<file path="src/rtl/serial_subtractor_if.sv">
`default_nettype none
// ============================================================================
// Module      : serial_subtractor_if
// Description : Operand/result bundle for the bit-serial subtractor.
// Revision    : 1.0 - initial release
// ============================================================================
interface serial_subtractor_if #(
    parameter int WIDTH = 8
) ();
    logic             start;
    logic [WIDTH-1:0] a;
    logic [WIDTH-1:0] b;
    logic             bin;
    logic             busy;
    logic             done;
    logic [WIDTH-1:0] diff;
    logic             bout;
    logic             zero;

    modport master (
        output start, a, b, bin,
        input  busy, done, diff, bout, zero
    );

    modport slave (
        input  start, a, b, bin,
        output busy, done, diff, bout, zero
    );
endinterface
`default_nettype wire

</file>
<file path="src/rtl/serial_subtractor.sv">
`default_nettype none
// ============================================================================
// Module      : serial_subtractor
// Description : LSB-first bit-serial subtractor, diff = a - b - bin.
// Revision    : 1.0 - initial release
// ============================================================================
module serial_subtractor #(
    parameter int WIDTH = 8,
    parameter int CW    = 6
) (
    input  wire logic          clk,
    input  wire logic          rst_n,
    serial_subtractor_if.slave bus
);
    localparam logic [CW-1:0] C_LAST = CW'(WIDTH - 1);

    typedef enum logic [1:0] {
        S_IDLE  = 2'd0,
        S_SHIFT = 2'd1,
        S_DONE  = 2'd2
    } state_t;

    state_t           r_state;
    logic [CW-1:0]    r_cnt;
    logic [WIDTH-1:0] r_sa;
    logic [WIDTH-1:0] r_sb;
    logic [WIDTH-1:0] r_res;
    logic             r_br;
    logic             r_busy;
    logic             r_done;
    logic [WIDTH-1:0] r_diff;
    logic             r_bout;
    logic             r_zero;

    logic             w_d;
    logic             w_br_next;
    logic [WIDTH-1:0] w_res_next;

    // Single full-subtractor cell operating on the current LSBs.
    assign w_d        = r_sa[0] ^ r_sb[0] ^ r_br;
    assign w_br_next  = (~r_sa[0] & r_sb[0]) | (~(r_sa[0] ^ r_sb[0]) & r_br);
    assign w_res_next = {w_d, r_res[WIDTH-1:1]};

    always_ff @(posedge clk or negedge rst_n) begin
        if (!rst_n) begin
            r_state <= S_IDLE;
            r_cnt   <= '0;
            r_sa    <= '0;
            r_sb    <= '0;
            r_res   <= '0;
            r_br    <= 1'b0;
            r_busy  <= 1'b0;
            r_done  <= 1'b0;
            r_diff  <= '0;
            r_bout  <= 1'b0;
            r_zero  <= 1'b0;
        end else begin
            r_done <= 1'b0;
            case (r_state)
                S_IDLE, S_DONE: begin
                    // DONE accepts a new start just like IDLE, giving back-to-back operation.
                    if (bus.start) begin
                        r_sa    <= bus.a;
                        r_sb    <= bus.b;
                        r_br    <= bus.bin;
                        r_cnt   <= '0;
                        r_busy  <= 1'b1;
                        r_state <= S_SHIFT;
                    end else begin
                        r_busy  <= 1'b0;
                        r_state <= S_IDLE;
                    end
                end
                S_SHIFT: begin
                    r_sa  <= r_sa >> 1;
                    r_sb  <= r_sb >> 1;
                    r_res <= w_res_next;
                    r_br  <= w_br_next;
                    r_cnt <= r_cnt + 1'b1;
                    if (r_cnt == C_LAST) begin
                        r_busy  <= 1'b0;
                        r_done  <= 1'b1;
                        r_diff  <= w_res_next;
                        r_bout  <= w_br_next;
                        r_zero  <= (w_res_next == '0);
                        r_state <= S_DONE;
                    end
                end
                default: begin
                    r_busy  <= 1'b0;
                    r_state <= S_IDLE;
                end
            endcase
        end
    end

    assign bus.busy = r_busy;
    assign bus.done = r_done;
    assign bus.diff = r_diff;
    assign bus.bout = r_bout;
    assign bus.zero = r_zero;
endmodule
`default_nettype wire

</file>
<file path="src/flat_wrapper.sv">
// flat-port wrapper written by rule: the top's interface ports become plain ports
module serial_subtractor_flat 
#(
    parameter int WIDTH = 8,
    parameter int CW    = 6
)
  (clk, rst_n, bus_start, bus_a, bus_b, bus_bin, bus_busy, bus_done, bus_diff, bus_bout, bus_zero);
  serial_subtractor_if #(.WIDTH(WIDTH)) bus_i ();
  input  wire logic clk;
  input  wire logic rst_n;
  input wire logic [$bits(bus_i.start)-1:0] bus_start;
  input wire logic [$bits(bus_i.a)-1:0] bus_a;
  input wire logic [$bits(bus_i.b)-1:0] bus_b;
  input wire logic [$bits(bus_i.bin)-1:0] bus_bin;
  output wire logic [$bits(bus_i.busy)-1:0] bus_busy;
  output wire logic [$bits(bus_i.done)-1:0] bus_done;
  output wire logic [$bits(bus_i.diff)-1:0] bus_diff;
  output wire logic [$bits(bus_i.bout)-1:0] bus_bout;
  output wire logic [$bits(bus_i.zero)-1:0] bus_zero;
  assign bus_i.start = bus_start;
  assign bus_i.a = bus_a;
  assign bus_i.b = bus_b;
  assign bus_i.bin = bus_bin;
  assign bus_busy = bus_i.busy;
  assign bus_done = bus_i.done;
  assign bus_diff = bus_i.diff;
  assign bus_bout = bus_i.bout;
  assign bus_zero = bus_i.zero;
  serial_subtractor #(.WIDTH(WIDTH), .CW(CW)) u_core (.clk(clk), .rst_n(rst_n), .bus(bus_i));
endmodule
</file>
<file path="config.mk">
export PLATFORM = sky130hd
export DESIGN_NAME = serial_subtractor_flat
export DESIGN_NICKNAME = d
export VERILOG_FILES = /design/src/rtl/serial_subtractor_if.sv /design/src/rtl/serial_subtractor.sv /design/src/flat_wrapper.sv
export SDC_FILE = /design/constraint.sdc
export NUM_CORES = 1
export LEC_CHECK = 0
export ABC_AREA = 1
export CORE_AREA = 2 2 65 67
export CTS_CLUSTER_DIAMETER = 30
export DETAILED_ROUTE_END_ITERATION = 12
export DIE_AREA = 0 0 67 69
export GPL_TIMING_DRIVEN = 0
export PLACE_DENSITY_LB_ADDON = 0.08
export SYNTH_ARGS = -nofsm -noshare
export SYNTH_HDL_FRONTEND = slang
export SYNTH_SLANG_ARGS = --single-unit
</file>
<file path="constraint.sdc">
create_clock -name clk -period 1.6 [get_ports clk]
set_input_delay 0.32 -clock clk [delete_from_list [all_inputs] [get_ports clk]]
set_output_delay 0.32 -clock clk [all_outputs]
set_load 0.02 [all_outputs]
</file>
==> impl_metrics.yaml, run 1 <==
floorplanning:
  die_height_microns: 69
  die_x_microns: 67
  io_pins: 32
  start_util: 0.488
  core_sq_mm: 0.00391
  dieArea_sq_mm: 0.00462
  num_rows: 23
logic_synthesis:
  ys.flop_type: "dfrtp_1"
  synth-edff-count: 0
  ys_warn_count: 0
  syn_inst: 213
  yosysSeqAreaShare: 0.564
  synth.cell_area_sq_mm: 0.00191
  synth_top_area_frac: 0.564
  ys_top_cells_by_count: "nand2_1 (83), dfrtp_1 (43), nand3_1 (18)"
  synthTopCellsByArea: "dfrtp_1 (56%), nand2_1 (16%), nand3_1 (4.7%)"
  synth_top_area_cell: "dfrtp_1"
  synth_seq_cells: 43
  synth_area_per_cell_sq_um: 8.96
  synth_cell_types: 25
  synthesis.nets: 235
  synthArstFlopShare: 1.00
  synth_most_common_cell: "nand2_1"
route:
  drtIter0Drc: 114
  wl_microns: 3610
  viasPerCell: 4.89
  vias: 1487
  postRouteAntennaNets: 0
  dr.pass1.iters: 4
  routedWlPerCell_microns: 11.9
  drc: 0
worst_setup_path:
  cp_max_fo: 2
  endpoint_kind: "primary output"
  path_cells: "clkdlybuf4s50_1"
  cp_slowest_cell: "clkdlybuf4s50_1"
  critical_path_class: "register to primary output"
  crit_family: "buffers and inverters"
  cp_slowest_stage_delay_ns: 0.60
  start_kind: "register"
  cp.required_ns: 1.28
  worst-path-buf-inv: 1
  arrival_ns: 1.24
power:
  p_switching_w: 0.00177
  clkPwrFrac: 0.149
  p_leak_nw: 1.17
  pwr-share-seq: 0.410
  ir_worst_vdd_uv: 819
  p_per_area_mw_per_mm2: 1810
  p_comb_frac: 0.441
  switching_share: 0.408
  p_int_w: 0.00257
finish:
  finalNetCount: 275
  fin_area_sq_mm: 0.00240
  drive_gt1_frac: 0.134
  area_growth_pct: 25.8
  utilization: 0.614
  fin_cells: 304
  num_antenna_cells: 0
clock_tree:
  cts_sinks: 43
  htreeDepth: 2
  cts_buffer_depth: 2
  cts-root-buf: "clkbuf_8"
  cts_tree: "built"
  clock_latency_ns: 0.29
  clk_pin_slew_ns: 0.07
  cts_made_buffers: 5
run:
  maxCapViolCount: 0
global_routing:
  grt_max_degree: 32
  antenna_found_initial: 0
  grt_pass1_vias: 1467
  track_usage: 0.187
  grt_pass1_wl_microns: 6580
  overflow: 0
placed_design:
  placedCellCount: 295
  placement.io_buffers: 31
  place.gp.congestion: 0.759
  placed_cell_area_sq_mm: 0.00230
  place_hpwl_microns: 2630
sta:
  fin_skew_ns: 0.00248
  rsz0062_at_grt: "false"
  worst-slew-pin-transition_ns: 0.326
  final_max_slew_viol_count: 0
  fmax_mhz: 643
  setup-violations-final: 0
  final_hold_viol_count: 0
  fin_crit_ns: 1.56
  timing.final.crit_share: 0.972
  maxSlewHeadroom: 0.783
hold_path:
  holdCritPathClass: "input pin to async pin"
outcome:
  outcome: "finished clean"
repair_timing:
action,in CTS,in global routing
gates resized for setup,1,6
hold endpoints to repair,12,0
buffers inserted,0,0
cloned,0,0
hold buffers,1,0
setup endpoints to repair,1,6
routing by layer:
layer	global-route usage	part of all wire	routed length, microns
met5	0	0	0
met4	0.0816	0.017	60
met3	0.0392	0.046	166
met2	0.285	0.46	1670
met1	0.257	0.47	1710
final timing paths:
kind	start	to	slack [ns]	depth (start not counted)
worst min-delay path	rst_n	u_core.r_cnt[3]	0.45	2
max in group asynchronous	rst_n	u_core.r_res[1]	0.69	3
min in group clk	u_core.bus.diff[3]	u_core.bus.diff[3]	0.48	2
worst min register to register	u_core.bus.diff[3]	u_core.bus.diff[3]	0.48	2
worst max register to register	u_core.r_cnt[0]	u_core.bus.zero	0.19	7
worst max-delay path	u_core.bus.zero	bus_zero	0.04	1
layout make-up:
type / instances / area, sq um
timing repair buffer: 33 / 349
clock inverter: 1 / 5.00
sequential: 43 / 1080
fill: 371 / 1510
buffer: 6 / 46.3
tap: 50 / 62.6
clock buffer: 7 / 76.3
multi-input combinational: 145 / 713
inverter: 19 / 73.8
power by group through the flow:
stage | clock network (W) | registers (W) | logic (W)
2_1_floorplan | 0 | 0.00187 | 0.00126
3_3_place_gp | 0 | 0.00179 | 0.00191
3_5_place_dp | 0 | 0.00180 | 0.00197
4_1_cts | 0.000668 | 0.00179 | 0.00196
5_1_grt | 0.000723 | 0.00184 | 0.00219
6_report | 0.000647 | 0.00178 | 0.00192
state kept, by name, indices dropped and copies added, names as in the netlist:
signal and flops:
u_core.bus.diff 8, u_core.bus.zero 1, u_core.r_sb 8, u_core.r_state 2, u_core.r_br 1, u_core.bus.bout 1
u_core.r_sa 8, u_core.bus.done 1, u_core.r_cnt 6, u_core.r_res 7
layout by cell type (no fill, tap or decap), drive strengths merged:
cell type / count
or2: 1
o211ai: 2
ha: 1
dlygate4sd2: 1
nand4: 2
nand3: 20
a31oi: 1
clkinv: 1
clkdlybuf4s50: 23
nor2: 12
buf: 8
clkbuf: 7
dlymetal6s2s: 6
inv: 19
nand2: 86
dfrtp: 43
o21ai: 18
fa: 1
a21oi: 1
dlygate4sd3: 1
cell families (layout without fill, tap and decap cells):
family,after synthesis,in the layout,share of synthesized area
fa+ha+maj,2,2,0.0170
buf+inv,25,66,0.0629
flops,43,43,0.564
compound gates,22,22,0.0767
simple gates,121,121,0.280
through the flow:
step | setup WS, ns | power [W] | TNS (ns) | hold WS [ns]
after floorplan | 0.347 | 0.00313 | 0 | 0.0244
after global placement | -0.952 | 0.00370 | -40.82 | 0.457
after detailed placement | 0.0643 | 0.00376 | 0 | 0.241
after CTS | 0.00704 | 0.00441 | 0 | 0.458
after global routing | 0.000312 | 0.00475 | 0 | 0.473
final | 0.0449 | 0.00434 | 0 | 0.450
No activity file was read; power rests on OpenSTA's default activity.
==> inputs of run 2 (changes only) <==
--- a/config.mk
+++ b/config.mk
@@ -6,6 +6,7 @@
 export NUM_CORES = 1
 export LEC_CHECK = 0
 export ABC_AREA = 1
+export CAP_MARGIN = 0
 export CORE_AREA = 2 2 65 67
 export CTS_CLUSTER_DIAMETER = 30
 export DETAILED_ROUTE_END_ITERATION = 12
==> results of run 2 <==
Same layout as run 1: the final DEF is identical, and so are final timing and power.
==> inputs of run 3 (changes only) <==
--- a/config.mk
+++ b/config.mk
@@ -5,12 +5,12 @@
 export SDC_FILE = /design/constraint.sdc
 export NUM_CORES = 1
 export LEC_CHECK = 0
-export ABC_AREA = 1
 export CAP_MARGIN = 0
-export CORE_AREA = 2 2 65 67
+export CORE_AREA = 2 2 64 66
 export CTS_CLUSTER_DIAMETER = 30
 export DETAILED_ROUTE_END_ITERATION = 12
-export DIE_AREA = 0 0 67 69
+export DIE_AREA = 0 0 66 68
+export DONT_BUFFER_PORTS = 1
 export GPL_TIMING_DRIVEN = 0
 export PLACE_DENSITY_LB_ADDON = 0.08
 export SYNTH_ARGS = -nofsm -noshare
==> run 3 against run 2 <==
Effect of this change:
- first-iteration DRC count shrank 13%
- flip-flop and latch count is the same
- clock skew grew 0.0055 ns
- largest power group is now sequential cells
- highest routed layer unchanged
- core utilization shrank 7.1 points
- global-route usage shrank 0.083 points
- maximum frequency grew 4.4%
- sequential power grew 17%
- power grew 5.2%
- synthesized cell count shrank 22%
- final area shrank 13%
- area after synthesis shrank 3.1%
- worst setup slack gained 0.066 ns
==> impl_metrics.yaml, run 3 <==
worst_setup_path:
  crit_family: "simple AND/OR/NAND/NOR gates"
  worst-path-buf-inv: 1
  path_depth: 4
  cp_slowest_stage_delay_ns: 0.48
  endpoint_kind: "register"
  path_cells: "and2b_2, buf_2, nor2_1, a221o_1"
  arrival_ns: 1.73
  r2r-start: "u_core.r_state[0]"
  worst-r2r-cell-count: 4
  critical_path_class: "register to register"
  cp_slowest_cell: "dfrtp_2"
  cp.required_ns: 1.84
  cp_max_fo: 10
  start_kind: "register"
  reg2reg_to: "u_core.r_br"
  crit_start: "u_core.r_state[0]"
  reg2reg_slack_ns: 0.11
route:
  dr.pass1.iters: 4
  viasPerCell: 5.52
  drc: 0
  drtIter0Drc: 99
  vias: 1247
  postRouteAntennaNets: 0
  wl_microns: 3660
  routedWlPerCell_microns: 16.2
outcome:
  outcome: "finished clean"
sta:
  worst-slew-pin-transition_ns: 0.471
  final_hold_viol_count: 0
  timing.final.crit_share: 0.931
  final_max_slew_viol_count: 0
  rsz0062_at_grt: "false"
  setup-violations-final: 0
  fin_ws_ns: 0.111
  fin_skew_ns: 0.00798
  fin_crit_ns: 1.49
  fmax_mhz: 671
  fin_setup_tns_ns: 0
  maxSlewHeadroom: 0.686
power:
  p_per_area_mw_per_mm2: 2180
  p_int_w: 0.00288
  p_switching_w: 0.00169
  switching_share: 0.370
  p_comb_frac: 0.323
  power.total_w: 0.00457
  pwr-share-seq: 0.457
  clkPwrFrac: 0.220
  p_leak_nw: 1.06
  ir_worst_vdd_uv: 894
global_routing:
  antenna_found_initial: 0
  overflow: 0
  grt_pass1_vias: 1274
  track_usage: 0.187
  grt_max_degree: 44
  grt_pass1_wl_microns: 6120
floorplanning:
  num_rows: 23
  io_pins: 32
  core_sq_mm: 0.00386
  dieArea_sq_mm: 0.00449
  start_util: 0.480
  die_height_microns: 68
  die_x_microns: 66
logic_synthesis:
  synth_xor_area_frac: 0
  synth_top_family_by_area: "simple AND/OR/NAND/NOR gates"
  synth.cell_area_sq_mm: 0.00185
  synth_top_area_cell: "dfrtp_1"
  ys.flop_type: "dfrtp_1"
  synthMuxAreaShare: 0.0934
  synthArstFlopShare: 1.00
  syn_inst: 166
  synth_fa_ha_area_frac: 0.0176
  ys_warn_count: 0
  synthesis.nets: 188
  synth-edff-count: 0
  yosysSeqAreaShare: 0.582
  synth_compound_area_frac: 0.0880
  synth_seq_cells: 43
  ys_top_cells_by_count: "dfrtp_1 (43), nand2_1 (39), nand3_1 (14)"
  synth_area_per_cell_sq_um: 11.1
  synthTopCellsByArea: "dfrtp_1 (58%), nand2_1 (7.9%), a22oi_1 (5.3%)"
  synthSimpleGateAreaFrac: 0.175
  synth_cell_types: 27
  synth_most_common_cell: "dfrtp_1"
  synth_top_area_frac: 0.582
finish:
  final_common_cell: "dfrtp_1"
  finalNetCount: 197
  final_cell_mix: "dfrtp_1 (42), nand2_1 (39), nand3_1 (14), a22oi_1 (11), buf_2 (7)"
  drive_gt1_frac: 0.193
  fillers: 377
  fin_area_sq_mm: 0.00209
  num_antenna_cells: 0
  area_growth_pct: 13.2
clock_tree:
  cts_buffer_depth: 2
  cts-root-buf: "clkbuf_8"
  cts_sinks: 43
  cts_made_buffers: 5
  htreeDepth: 2
  cts_tree: "built"
  clk_pin_slew_ns: 0.09
  clock_latency_ns: 0.30
placed_design:
  place_hpwl_microns: 2480
  placement.io_buffers: 0
  placed_cell_area_sq_mm: 0.00191
  place.gp.congestion: 0.739
  pre_cts_ws_ns: 0.0788
hold_path:
  min_to: "u_core.r_sa[1]"
  holdCritPathClass: "input pin to register"
  min-delay-start: "bus_a[1]"
  worstHoldPathCells: 2
run:
  maxCapViolCount: 0
==> run 3: cell count changes after synthesis, sizes merged, moves of 4 or more <==
cell	change
nand2	-47
o21ai	-16
a22oi	+13
inv	-13
nor2	-10
mux2	+8
mux2i	+6
nand3	-6
a22o	+4
==> run 3: worst max path at each step <==
stage	endpoint
after floorplan	u_core.bus.diff[0]
after global placement	u_core.r_br
after detailed placement	u_core.r_sb[6]
after CTS	u_core.r_sa[1]
after global routing	u_core.r_sb[5]
final	u_core.r_br
==> run 3: final cells by class <==
| type | count | area, sq um | share of cell area |
|---|---|---|---|
| Tap cell | 50 | 62.6 | 0.0299 |
| Sequential cell | 43 | 1080 | 0.515 |
| Buffer | 11 | 62.6 | 0.0299 |
| Clock inverter | 3 | 67.6 | 0.0323 |
| Inverter | 6 | 22.5 | 0.0108 |
| Timing Repair Buffer | 2 | 30.0 | 0.0143 |
| Clock buffer | 5 | 68.8 | 0.0329 |
| Multi-Input combinational cell | 106 | 702 | 0.335 |
==> run 3: cells by family after synthesis <==
| kind of cell | count (synthesis) |
|---|---|
| buffers and inverters | 17 |
| multiplexers | 14 |
| AND/OR/NAND/NOR | 69 |
| flip-flops | 43 |
| adder cells (fa/ha/maj) | 2 |
| AO/OA/AOI/OAI | 21 |
==> run 3: stage by stage <==
stage | cells | utilization | hold WS (ns)
floorplan | 166 | - | 0.0244
global placement | 216 | 0.496 | 0.0253
detailed placement | 216 | 0.496 | 0.0256
CTS | 226 | 0.539 | 0.142
global route | 226 | 0.543 | 0.138
finish | 226 | 0.543 | 0.140
==> run 3: power by group through the flow <==
stage,Sequential (W),Combinational (W),Clock (W)
CTS,0.00209,0.00146,0.00103
floorplan,0.00201,0.00115,0
global route,0.00216,0.00167,0.00107
detailed placement,0.00211,0.00143,0
global placement,0.00208,0.00137,0
finish,0.00209,0.00147,0.00100
==> run 3: what timing repair did <==
item	in CTS	in global routing
gates resized for setup	0	7
endpoints found under the setup margin	0	12
endpoints found under the hold margin	43	0
hold buffers	2	0
buffers inserted	0	0
==> run 3: metal layers <==
layer  wire (microns)  share of wire  vias up  GRT usage
li1                 -              -      587          -
met1             1660           0.45      631      0.236
met2             1750           0.48       27      0.292
met3              222          0.061        2     0.0740
met4               29         0.0079        0     0.0689
met5                0              0        -          0
